**src/rtl/wb_pkg.sv**
```systemverilog
// Shared definitions for the register-file write-back path.
//   REG_ZERO  : hard-wired zero register; writes to it are dropped.
//   ADDR_W    : register-file address width.
//   N_DEFAULT : default data-bus width.
//   wb_req_t  : one write request {da, d} at the default data width.
package wb_pkg;

    localparam int                ADDR_W    = 5;
    localparam logic [ADDR_W-1:0] REG_ZERO  = 5'd31;
    localparam int                N_DEFAULT = 64;

    typedef struct packed {
        logic [ADDR_W-1:0]    da;
        logic [N_DEFAULT-1:0] d;
    } wb_req_t;

endpackage

```
**src/rtl/wb_fifo.sv**
```systemverilog
// Holding buffer for accepted memory-load write requests.
// DEPTH-entry synchronous FIFO (DEPTH a power of two, so pointers wrap naturally).
// Ports:
//   clock, reset (sync, active-low)
//   push, din        : write one entry (caller guarantees not full)
//   pop, dout        : dout is the head entry; pop removes it (caller guarantees not empty)
//   full, empty, count
module wb_fifo #(
    parameter  int W     = 69,
    parameter  int DEPTH = 2,
    localparam int AW    = $clog2(DEPTH),
    localparam int CW    = AW + 1
) (
    input  logic          clock,
    input  logic          reset,
    input  logic          push,
    input  logic [W-1:0]  din,
    input  logic          pop,
    output logic [W-1:0]  dout,
    output logic          full,
    output logic          empty,
    output logic [CW-1:0] count
);

    logic [W-1:0]  mem_r [DEPTH];
    logic [AW-1:0] wr_ptr_r;
    logic [AW-1:0] rd_ptr_r;
    logic [CW-1:0] count_r;

    // Pointer and occupancy bookkeeping.
    always_ff @(posedge clock) begin
        if (!reset) begin
            wr_ptr_r <= {AW{1'b0}};
            rd_ptr_r <= {AW{1'b0}};
            count_r  <= {CW{1'b0}};
        end else begin
            if (push) begin
                wr_ptr_r <= wr_ptr_r + AW'(1);
            end
            if (pop) begin
                rd_ptr_r <= rd_ptr_r + AW'(1);
            end
            case ({push, pop})
                2'b10:   count_r <= count_r + CW'(1);
                2'b01:   count_r <= count_r - CW'(1);
                default: count_r <= count_r;
            endcase
        end
    end

    // Entry storage; contents are don't-care while empty, so no reset is needed.
    always_ff @(posedge clock) begin
        if (push) begin
            mem_r[wr_ptr_r] <= din;
        end
    end

    assign dout  = mem_r[rd_ptr_r];
    assign count = count_r;
    assign full  = (count_r == CW'(DEPTH));
    assign empty = (count_r == {CW{1'b0}});

endmodule

```
**src/rtl/write_back_arbiter.sv**
```systemverilog
// Arbitrates ALU results and buffered memory loads onto the single
// register-file write port.
// Ports:
//   clock, reset (sync, active-low)
//   alu_valid/alu_ready/alu_da/alu_d : ALU write request (never buffered)
//   mem_valid/mem_ready/mem_da/mem_d : load write request (buffered in wb_fifo)
//   D, DA, write                     : registered register-file write port
//   busy                             : buffer non-empty or write high
//   SA, SB, fwd_a_hit, fwd_b_hit, fwd_a, fwd_b : bypass of the write port,
//                                      only when WB_FORWARD_EN is defined
// ALU has priority, except that a waiting load is forced through after
// STARVE_MAX consecutive ALU wins. Writes to REG_ZERO are consumed but
// leave write low.
module write_back_arbiter
    import wb_pkg::*;
#(
    parameter int N          = N_DEFAULT,
    parameter int DEPTH      = 2,
    parameter int STARVE_MAX = 3
) (
    input  logic              clock,
    input  logic              reset,
    input  logic              alu_valid,
    output logic              alu_ready,
    input  logic [ADDR_W-1:0] alu_da,
    input  logic [N-1:0]      alu_d,
    input  logic              mem_valid,
    output logic              mem_ready,
    input  logic [ADDR_W-1:0] mem_da,
    input  logic [N-1:0]      mem_d,
    output logic [N-1:0]      D,
    output logic [ADDR_W-1:0] DA,
    output logic              write,
    output logic              busy
`ifdef WB_FORWARD_EN
    ,
    input  logic [ADDR_W-1:0] SA,
    input  logic [ADDR_W-1:0] SB,
    output logic              fwd_a_hit,
    output logic              fwd_b_hit,
    output logic [N-1:0]      fwd_a,
    output logic [N-1:0]      fwd_b
`endif
);

    localparam int SW = $clog2(STARVE_MAX + 1);
    localparam int FW = ADDR_W + N;
    localparam int CW = $clog2(DEPTH) + 1;

    logic [FW-1:0]     fifo_dout_s;
    logic              fifo_full_s;
    logic              fifo_empty_s;
    logic [CW-1:0]     fifo_count_s;
    logic              fifo_push_s;
    logic [ADDR_W-1:0] head_da_s;
    logic [N-1:0]      head_d_s;

    logic              sel_alu_s;
    logic              sel_mem_s;
    logic              alu_ready_s;

    logic [SW-1:0]     starve_r;
    logic [N-1:0]      d_r;
    logic [ADDR_W-1:0] da_r;
    logic              write_r;

    assign mem_ready   = reset && !fifo_full_s;
    assign fifo_push_s = mem_valid && mem_ready;
    assign head_da_s   = fifo_dout_s[N +: ADDR_W];
    assign head_d_s    = fifo_dout_s[N-1:0];

    wb_fifo #(
        .W     (FW),
        .DEPTH (DEPTH)
    ) u_fifo (
        .clock (clock),
        .reset (reset),
        .push  (fifo_push_s),
        .din   ({mem_da, mem_d}),
        .pop   (sel_mem_s),
        .dout  (fifo_dout_s),
        .full  (fifo_full_s),
        .empty (fifo_empty_s),
        .count (fifo_count_s)
    );

    // Issue selection: forced load, else ALU, else load, else idle.
    always_comb begin
        sel_alu_s   = 1'b0;
        sel_mem_s   = 1'b0;
        alu_ready_s = reset;
        if ((starve_r == SW'(STARVE_MAX)) && !fifo_empty_s) begin
            sel_mem_s   = reset;
            alu_ready_s = 1'b0;
        end else if (alu_valid) begin
            sel_alu_s = reset;
        end else if (!fifo_empty_s) begin
            sel_mem_s = reset;
        end else begin
            sel_alu_s = 1'b0;
        end
    end

    assign alu_ready = alu_ready_s;

    // Registered write port and starvation counter.
    always_ff @(posedge clock) begin
        if (!reset) begin
            write_r  <= 1'b0;
            d_r      <= {N{1'b0}};
            da_r     <= REG_ZERO;
            starve_r <= {SW{1'b0}};
        end else if (sel_alu_s) begin
            write_r <= (alu_da != REG_ZERO);
            d_r     <= alu_d;
            da_r    <= alu_da;
            // Only ALU wins over a waiting load count towards starvation.
            if (fifo_empty_s) begin
                starve_r <= {SW{1'b0}};
            end else if (starve_r == SW'(STARVE_MAX)) begin
                starve_r <= starve_r;
            end else begin
                starve_r <= starve_r + SW'(1);
            end
        end else if (sel_mem_s) begin
            write_r  <= (head_da_s != REG_ZERO);
            d_r      <= head_d_s;
            da_r     <= head_da_s;
            starve_r <= {SW{1'b0}};
        end else begin
            write_r  <= 1'b0;
            starve_r <= {SW{1'b0}};
        end
    end

    assign D     = d_r;
    assign DA    = da_r;
    assign write = write_r;
    assign busy  = (fifo_count_s != {CW{1'b0}}) || write_r;

`ifdef WB_FORWARD_EN
    assign fwd_a_hit = write_r && (da_r == SA) && (SA != REG_ZERO);
    assign fwd_b_hit = write_r && (da_r == SB) && (SB != REG_ZERO);
    assign fwd_a     = d_r;
    assign fwd_b     = d_r;
`endif

endmodule

```
**config.mk**
```make
export PLATFORM = sky130hd
export DESIGN_NAME = write_back_arbiter
export DESIGN_NICKNAME = d
export VERILOG_FILES = /design/src/rtl/wb_pkg.sv /design/src/rtl/wb_fifo.sv /design/src/rtl/write_back_arbiter.sv
export SDC_FILE = /design/constraint.sdc
export NUM_CORES = 1
export LEC_CHECK = 0
export BUFFER_PORTS_ARGS = -buffer_cell sky130_fd_sc_hd__buf_2
export CAP_MARGIN = 20
export CORE_MARGIN = 5
export CORE_UTILIZATION = 52
export CTS_CLUSTER_SIZE = 8
export DETAILED_ROUTE_END_ITERATION = 10
export PLACE_DENSITY = 0.79
export SYNTH_ARGS = -nofsm -noshare
export SYNTH_HDL_FRONTEND = slang
export SYNTH_SLANG_ARGS = --single-unit
```
**constraint.sdc**
```tcl
create_clock -name clock -period 4.8 [get_ports clock]
set_input_delay 0.96 -clock clock [delete_from_list [all_inputs] [get_ports clock]]
set_output_delay 0.96 -clock clock [all_outputs]
set_load 0.02 [all_outputs]
```
* Word-level counts from Yosys, hierarchy flattened
Memories as Yosys holds them, arrays and structs flattened. A register that Yosys moved wholly into a read port is not among the register bits.
Cells that the tools add are included.
** Word-level totals
- Register bits after elaboration :: 76
- RAM bits :: 138
- Bits of input ports :: 142
- Word-level logic and storage cells :: 49
- Memories :: 1
** Memories
- u_fifo.mem_r :: words 2, bits a word 69, read ports 1, clocked after memory_dff 1, wr ports 1, RTL line wb_fifo.sv:25 : logic [W-1:0] mem_r [DEPTH];
** Cells by class
- Add/sub/neg operators :: 5
- Eq/ne operators :: 6
- Mux-type cells :: 17
- Bitwise logic cells :: 2
- Reductions and logical operators :: 11
** Operators with widths (number)
- $mux 64 :: 2
- $mux 1 :: 12
- $mux 5 :: 2
- $ne 5x5->1 const B :: 2
- $eq 2x2->1 const B :: 3
- $reduce_bool 2->1 :: 3
- $add 2x1->2 const B :: 2
- $pmux 2 s2 :: 1
- $logic_and 1x1->1 :: 3
- $reduce_or 3->1 :: 1
- $add 1x1->1 const B :: 2
- $eq 2x1->1 const B :: 1
- $logic_not 1->1 :: 2
- $logic_not 2->1 :: 1
- $not 1->1 :: 2
- $sub 2x1->2 const B :: 1
- $logic_or 1x1->1 :: 1

* Logic depth before layout (Yosys ltp)
Gate-level depths: netlist (run 1).
- Depth in word-level cells :: 6
- Gate-level depth with buffers :: 7
- Depth with buffers taken out :: 5

* Modules after synthesis
Synthesis (run 1) repeated with hierarchy kept, for this count alone.
** Second synthesis, totals
- Cells, all modules :: 656
- Area, all modules :: 8859.7 um^2
** Modules (own cells, without submodules)
- wb_fifo :: instances 1, cells each 237, area an instance 5190.0 um^2, seq. area each 4244.1 um^2
- write_back_arbiter :: instances 1, cells each 419, area an instance 3669.8 um^2, seq. area each 1441.4 um^2

* Least setup slack after synthesis (run 1)
No wires, ideal clock.
- Kind :: in2reg
- Start :: in mem_valid
- End :: mem u_fifo.mem_r[0][0], enable pin
- Setup time :: 0.497 ns
- Data arrival time :: 3.996 ns
- Path slack :: 0.307 ns
- Cell stages on the path :: 2
- Cells stage by stage :: o211ai_1 > nor2_1
** Between the ends
- Longest elaborated chain between the ends :: 3
** Ends and longest elaborated chain
- start, declared :: RTL line write_back_arbiter.sv:27 : input logic mem_valid,
- $logic_and 1x1->1 :: RTL line write_back_arbiter.sv:68 : assign fifo_push_s = mem_valid && mem_ready;
- $mux 1 :: RTL line wb_fifo.sv:53 : if (push) begin
- $mux 1 (implied by the code) :: RTL line wb_fifo.sv:54 : mem_r[wr_ptr_r] <= din;
- end, declared :: RTL line wb_fifo.sv:25
No other way between the ends.

* Worst setup path in the final report (run 1)
- Start :: in reset
- End :: out mem_ready
** Between the ends
- Longest elaborated chain between the ends :: 1
** Ends and longest elaborated chain
- start, declared :: RTL line write_back_arbiter.sv:22 : input logic reset,
- $logic_and 1x1->1 :: RTL line write_back_arbiter.sv:67 : assign mem_ready = reset && !fifo_full_s;
- end, declared :: RTL line write_back_arbiter.sv:28 : output logic mem_ready,
No other way between the ends.

==> flow_summary.yaml, run 1 <==
floorplan:
  dieWidth_um: 133
  floorplan.die_area_um2: 17700
  fp.coreArea_um2: 15000
  core.rowCount: 45
  dieHeight_um: 133
  initial_cell_density_of_the_core_pct: 52.5
  io-pin-count: 215
critical_path:
  critical_path_arrival_ps: 1790
  setup.worst_path.start: "reset"
  critPathMaxFanout: 13
  cp.required_ps: 3840
  timing.critical_path.from_type: "input pin"
  worstSetupPathType: "input pin to output port"
  cp_endpoint_kind: "output port"
  r2r-start: "starve_r[0]"
sta:
  slew_headroom_pct: 33.5
  setup_repair_after_global_routing_missed_its_margin: "no"
  timing.final.max_slew_violations: 0
  actual_slew_at_the_worst_max_slew_pin_ps: 998
  finalCriticalPeriod_ps: 2750
  min_period_over_period_pct: 57.4
  finalHoldViolations: 0
  final.setup.tns_ps: 0
  fmax_ghz: 0.363
  finClkSkew_ps: 10.4
  final-setup-viol-count: 0
finish:
  area_growth_pct: 26.1
  number_of_nets_in_the_finished_design: 864
  layout-drive-gt1-share_pct: 37.6
  num-fill-cells: 1065
  final_design_area_no_fill_um2: 9940
place:
  placed_cell_area_um2: 9020
  dp_hpwl_um: 11600
  place.gp.congestion: 0.867
  buffer_ports.inserted: 214
clock_network:
  tritoncts_num_sinks: 215
  clkSlewWorstSetupHoldPaths_ps: 50
  post-cts-setup-buffers: 0
  ctsHoldBuffers: 0
  htreeDepth: 1
  clock-root-buffer: "sky130_fd_sc_hd__clkbuf_16"
  ctsResizeCount: 0
  tritoncts: "built"
  insertion_delay_ps: 520
  cts-buffers-inserted: 30
  ctsLongestPathBuffers: 3
routing:
  detail_route.first_pass.iterations: 5
  post_detailed_route_drc_marker_count: 0
  drtIter0Drc: 216
  wl_per_cell_um: 18.9
  via_per_inst: 5.55
  route.vias.total: 5188
  drt-total-wl_um: 17700
  antenna_left: 0
power:
  pwr_density_cell_nw_per_um2: 446
  leakage_nw: 3.77
  ir_drop_uv: 331
synthesis:
  synth.area.top_cells: "sky130_fd_sc_hd__edfxtp_1 (53%), sky130_fd_sc_hd__dfxtp_1 (20%), sky130_fd_sc_hd__mux2i_1 (9.1%)"
  yosysWarnings: 0
  postSynthNetCount: 642
  postSynth.topFlopCell: "sky130_fd_sc_hd__edfxtp_1"
  synth_enable_flop_cells: 138
  seq_cells_post_synth: 215
  synth_sequential_area_ratio_pct: 72.1
  ys_types: 36
  async_sr_flop_fraction_pct: 0
  synth_area_leader_cell: "sky130_fd_sc_hd__edfxtp_1"
  syn_area_per_cell_um2: 15.8
  syn_area_um2: 7890
  number_of_instances_in_the_synthesized_netlist: 499
  yosys.area.top_type_share_pct: 52.6
min_path:
  hold_start: "starve_r[0]"
  min_path_type: "flip-flop to flip-flop"
global_route:
  largest_net_degree_at_the_start_of_global_routing: 70
  grt_overflow: 0
  grt_antenna_before_repair: 3
  globalRouteTotalUtil_pct: 19.0
  grt_pass1_wl_um: 27300
  first_global_vias: 5476
status:
  outcome: "complete, no violations"
run:
  max_cap_viols: 0
[stage by stage]
step	util [%]	cells	setup WS, ps	hold WS (ps)	power (mW)
4_1_cts	65.8	931	2090	424	4.46
6_report	66.1	935	2050	422	4.43
3_3_place_gp	60.0	875	1950	408	2.53
3_5_place_dp	60.0	875	1800	411	2.55
5_1_grt	66.1	934	1980	439	4.59
2_1_floorplan	-	499	307	398	2.39
[path summary, 6_finish.rpt]
| kind | end | slack, ps | cells past startpoint |
|---|---|---|---|
| worst max-delay path | mem_ready | 2050 | 4 |
| worst min-delay path | starve_r[0] | 420 | 1 |
| worst max register to register | D[27] | 2470 | 5 |
| worst min register to register | starve_r[0] | 420 | 1 |
[where the power goes]
group	internal (mW)	switching, mW
clock network	1.20	0.711
logic	0.160	0.236
registers	2.07	0.0543
total	3.43	1.00
[layer usage]
metal	track usage, %	wire length [µm]	vias up
li1	-	-	2407
met1	22.3	6620	2470
met2	33.9	9050	260
met3	5.36	1540	47
met4	6.29	452	4
met5	0	14	-
[sequential cells by signal, summed over array words and instances, names as in the netlist, named ones only]
name / flops
u_fifo.mem_r: 138
D: 64
DA: 5
starve_r: 2
u_fifo.count: 2
u_fifo.rd_ptr_r: 1
u_fifo.wr_ptr_r: 1
write: 1
[synth_stat cells, types with 2 or more instances]
cell	n
sky130_fd_sc_hd__nand2_1	6
sky130_fd_sc_hd__a22oi_2	10
sky130_fd_sc_hd__mux2i_1	72
sky130_fd_sc_hd__o21ai_1	50
sky130_fd_sc_hd__or3_1	3
sky130_fd_sc_hd__buf_2	5
sky130_fd_sc_hd__o21ai_2	10
sky130_fd_sc_hd__buf_6	14
sky130_fd_sc_hd__dfxtp_1	77
sky130_fd_sc_hd__inv_1	4
sky130_fd_sc_hd__buf_4	6
sky130_fd_sc_hd__a21oi_1	5
sky130_fd_sc_hd__nor2_1	7
sky130_fd_sc_hd__a221oi_1	3
sky130_fd_sc_hd__nand3_1	2
sky130_fd_sc_hd__edfxtp_1	138
sky130_fd_sc_hd__a22oi_1	54
sky130_fd_sc_hd__clkbuf_1	6
sky130_fd_sc_hd__o21ai_0	10
[area by class of cell]
class / count / area, µm² / area share (%)
Sequential cell: 215 / 5690 / 57.2
Multi-Input combinational cell: 249 / 1950 / 19.6
Timing Repair Buffer: 221 / 1180 / 11.9
Clock buffer: 56 / 870 / 8.75
Tap cell: 188 / 235 / 2.37
Inverter: 4 / 15.0 / 0.151
Antenna cell: 2 / 5.00 / 0.0503
[cells by family after synthesis]
kind of cell	count (synthesis)	share of synthesized area, %
xor gates and xnor gates	1	0.111
buffers and inverters	35	3.36
and+or+nand+nor	26	1.90
muxes	72	9.14
AOI/OAI and AO/OA	149	13.2
adders and majority gates	1	0.159
DFF	215	72.1
[critical path, cell delays in order]
cell and delay, ps:
sky130_fd_sc_hd__buf_2 130, sky130_fd_sc_hd__inv_1 220, sky130_fd_sc_hd__a21oi_1 270, sky130_fd_sc_hd__buf_2 210
[placed cells by master, fill, tap and decap left out, types with 2 or more instances in the layout]
| cell | instances |
|---|---|
| sky130_fd_sc_hd__a21oi_1 | 5 |
| sky130_fd_sc_hd__a221oi_1 | 3 |
| sky130_fd_sc_hd__a22oi_1 | 54 |
| sky130_fd_sc_hd__a22oi_2 | 10 |
| sky130_fd_sc_hd__buf_12 | 3 |
| sky130_fd_sc_hd__buf_2 | 214 |
| sky130_fd_sc_hd__buf_4 | 3 |
| sky130_fd_sc_hd__clkbuf_1 | 25 |
| sky130_fd_sc_hd__clkbuf_16 | 31 |
| sky130_fd_sc_hd__dfxtp_1 | 76 |
| sky130_fd_sc_hd__diode_2 | 2 |
| sky130_fd_sc_hd__edfxtp_1 | 138 |
| sky130_fd_sc_hd__inv_1 | 4 |
| sky130_fd_sc_hd__mux2i_1 | 72 |
| sky130_fd_sc_hd__nand2_1 | 6 |
| sky130_fd_sc_hd__nand3_1 | 2 |
| sky130_fd_sc_hd__nor2_1 | 6 |
| sky130_fd_sc_hd__o21ai_0 | 10 |
| sky130_fd_sc_hd__o21ai_1 | 50 |
| sky130_fd_sc_hd__o21ai_2 | 10 |
| sky130_fd_sc_hd__or3_1 | 2 |
Note: power is estimated with default switching activity, not from simulation.
==> inputs of run 2 (changes only) <==
CORE_UTILIZATION = 47   (was 52)
PLACE_DENSITY = 0.76   (was 0.79)
clock period = 2.36 ns   (was 4.8 ns; I/O delays follow)
==> run 2 against run 1 <==
  * Clock skew increased by 3.4 ps
  * Final cell count increased by 3.5%
  * Clock power increased by 100%
  * Die area increased by 9.8%
  * Via count decreased by 1.9%
  * Routed wire length decreased by 2.8%
  * Non-clock buffer count increased by 3
  * Sequential share of layout area decreased by 0.20 points
  * Final area increased by 0.35%
  * Largest power group unchanged
  * Highest routed layer is now met4
==> flow_summary.yaml, run 2 (synthesized netlist as in run 1, its figures left out) <==
sta:
  setup_repair_after_global_routing_missed_its_margin: "no"
  finalHoldViolations: 0
  finalCriticalPeriod_ps: 2150
  final.setup.tns_ps: 0
  slew_headroom_pct: 70.5
  final-setup-viol-count: 0
  timing.final.max_slew_violations: 0
  fmax_ghz: 0.465
  actual_slew_at_the_worst_max_slew_pin_ps: 440
  min_period_over_period_pct: 91.2
  finClkSkew_ps: 13.8
finish:
  largest_register_ffs: 138
  final_cell_mix: "sky130_fd_sc_hd__buf_2 (214), sky130_fd_sc_hd__edfxtp_1 (138), sky130_fd_sc_hd__dfxtp_1 (76)"
  num-fill-cells: 1288
  register_containing_the_most_flip_flops_in_the_final_layout: "u_fifo.mem_r"
  area_growth_pct: 26.5
  final_common_cell: "sky130_fd_sc_hd__buf_2"
  number_of_nets_in_the_finished_design: 867
  layout-drive-gt1-share_pct: 37.9
routing:
  via_per_inst: 5.26
  antenna_left: 0
  route.vias.total: 5091
  drt-total-wl_um: 17200
  drtIter0Drc: 277
  post_detailed_route_drc_marker_count: 0
  wl_per_cell_um: 17.7
  detail_route.first_pass.iterations: 5
critical_path:
  cp_endpoint_kind: "output port"
  timing.critical_path.from_type: "flip-flop"
  critical_path_arrival_ps: 1680
  cp.required_ps: 1890
  critPathMaxFanout: 7
  worstSetupPathType: "flip-flop to output port"
power:
  pwr_density_cell_nw_per_um2: 897
  power_switching_share_pct: 22.3
  fin_total_pwr_mw: 8.96
  power.clock.fraction_pct: 42.8
  seqPwrFrac_pct: 48.2
  cell_internal_pwr_mw: 6.96
  ir_drop_uv: 467
  total_switching_power_mw: 2.00
  leakage_nw: 3.77
  power.share.combinational_pct: 9.0
floorplan:
  fp.coreArea_um2: 16500
  io-pin-count: 215
  core.rowCount: 47
  dieHeight_um: 140
  dieWidth_um: 140
  floorplan.die_area_um2: 19500
  initial_cell_density_of_the_core_pct: 47.7
place:
  buffer_ports.inserted: 214
  place.gp.congestion: 0.848
  dp_hpwl_um: 11900
clock_network:
  tritoncts: "built"
  clock-root-buffer: "sky130_fd_sc_hd__clkbuf_16"
  htreeDepth: 1
  clkSlewWorstSetupHoldPaths_ps: 50
  tritoncts_num_sinks: 215
  post-cts-setup-buffers: 0
  insertion_delay_ps: 510
  ctsHoldBuffers: 0
  ctsLongestPathBuffers: 3
  ctsResizeCount: 0
  cts-buffers-inserted: 30
global_route:
  first_global_vias: 5382
  grt_pass1_wl_um: 27000
  globalRouteTotalUtil_pct: 16.9
  grt_antenna_before_repair: 0
  largest_net_degree_at_the_start_of_global_routing: 70
  grt_overflow: 0
status:
  outcome: "complete, no violations"
min_path:
  min_path_type: "input pin to flip-flop"
run:
  max_cap_viols: 0
run 2: cell types whose count changed in the layout (fill, tap and decap cells not counted):
cell	delta
sky130_fd_sc_hd__clkbuf_1	-2
sky130_fd_sc_hd__buf_4	+4
sky130_fd_sc_hd__buf_16	-1
run 2: metrics by stage:
step / setup slack, ps / hold WS (ps) / utilization, % / area (µm²) / cells
floorplan: 3.53 / 398 / - / 7890 / 499
global placement: 427 / 408 / 55.1 / 9110 / 912
detailed placement: 377 / 427 / 55.1 / 9110 / 912
CTS: 169 / 120 / 60.4 / 9970 / 966
global route: 92.1 / 119 / 60.4 / 9970 / 966
finish: 207 / 145 / 60.4 / 9980 / 968
run 2: power groups by stage:
| stage | clock network [mW] | registers, mW | logic (mW) |
|---|---|---|---|
| after floorplan | 0 | 4.49 | 0.378 |
| after global placement | 0 | 4.37 | 0.788 |
| after detailed placement | 0 | 4.38 | 0.812 |
| after CTS | 3.92 | 4.31 | 0.817 |
| after global routing | 4.11 | 4.33 | 0.875 |
| final | 3.83 | 4.31 | 0.808 |
run 2: final timing paths:
path              slack (ps)            start  depth (start not counted)             endpoint
hold / removal           140        mem_d[62]                          1  u_fifo.mem_r[1][62]
setup / recovery         210  u_fifo.count[1]                          3            alu_ready
hold reg to reg          440      starve_r[0]                          1          starve_r[0]
setup reg to reg         470      starve_r[0]                          5                D[26]
run 2: cell type report:
cell class / count / area, µm² / share of cell area, %
Sequential cell: 215 / 5690 / 57.0
Tap cell: 220 / 275 / 2.76
Timing Repair Buffer: 224 / 1180 / 11.9
Clock buffer: 54 / 862 / 8.64
Antenna cell: 2 / 5.00 / 0.0502
Multi-Input combinational cell: 249 / 1950 / 19.5
Inverter: 4 / 15.0 / 0.150
run 2: metal layers:
layer | routed length (µm) | share of wire, % | GRT usage [%] | vias up
met2 | 8260 | 48 | 28.4 | 239
met4 | 356 | 2.1 | 5.20 | 0
met5 | 0 | 0 | 0 | -
met3 | 1590 | 9.3 | 4.87 | 38
li1 | - | - | - | 2408
met1 | 6970 | 41 | 21.3 | 2406
run 2: critical path, cell delays in order (launching register included):
cell,delay (ps)
sky130_fd_sc_hd__dfxtp_1,370
sky130_fd_sc_hd__or2_1,380
sky130_fd_sc_hd__a21oi_1,220
sky130_fd_sc_hd__buf_2,200
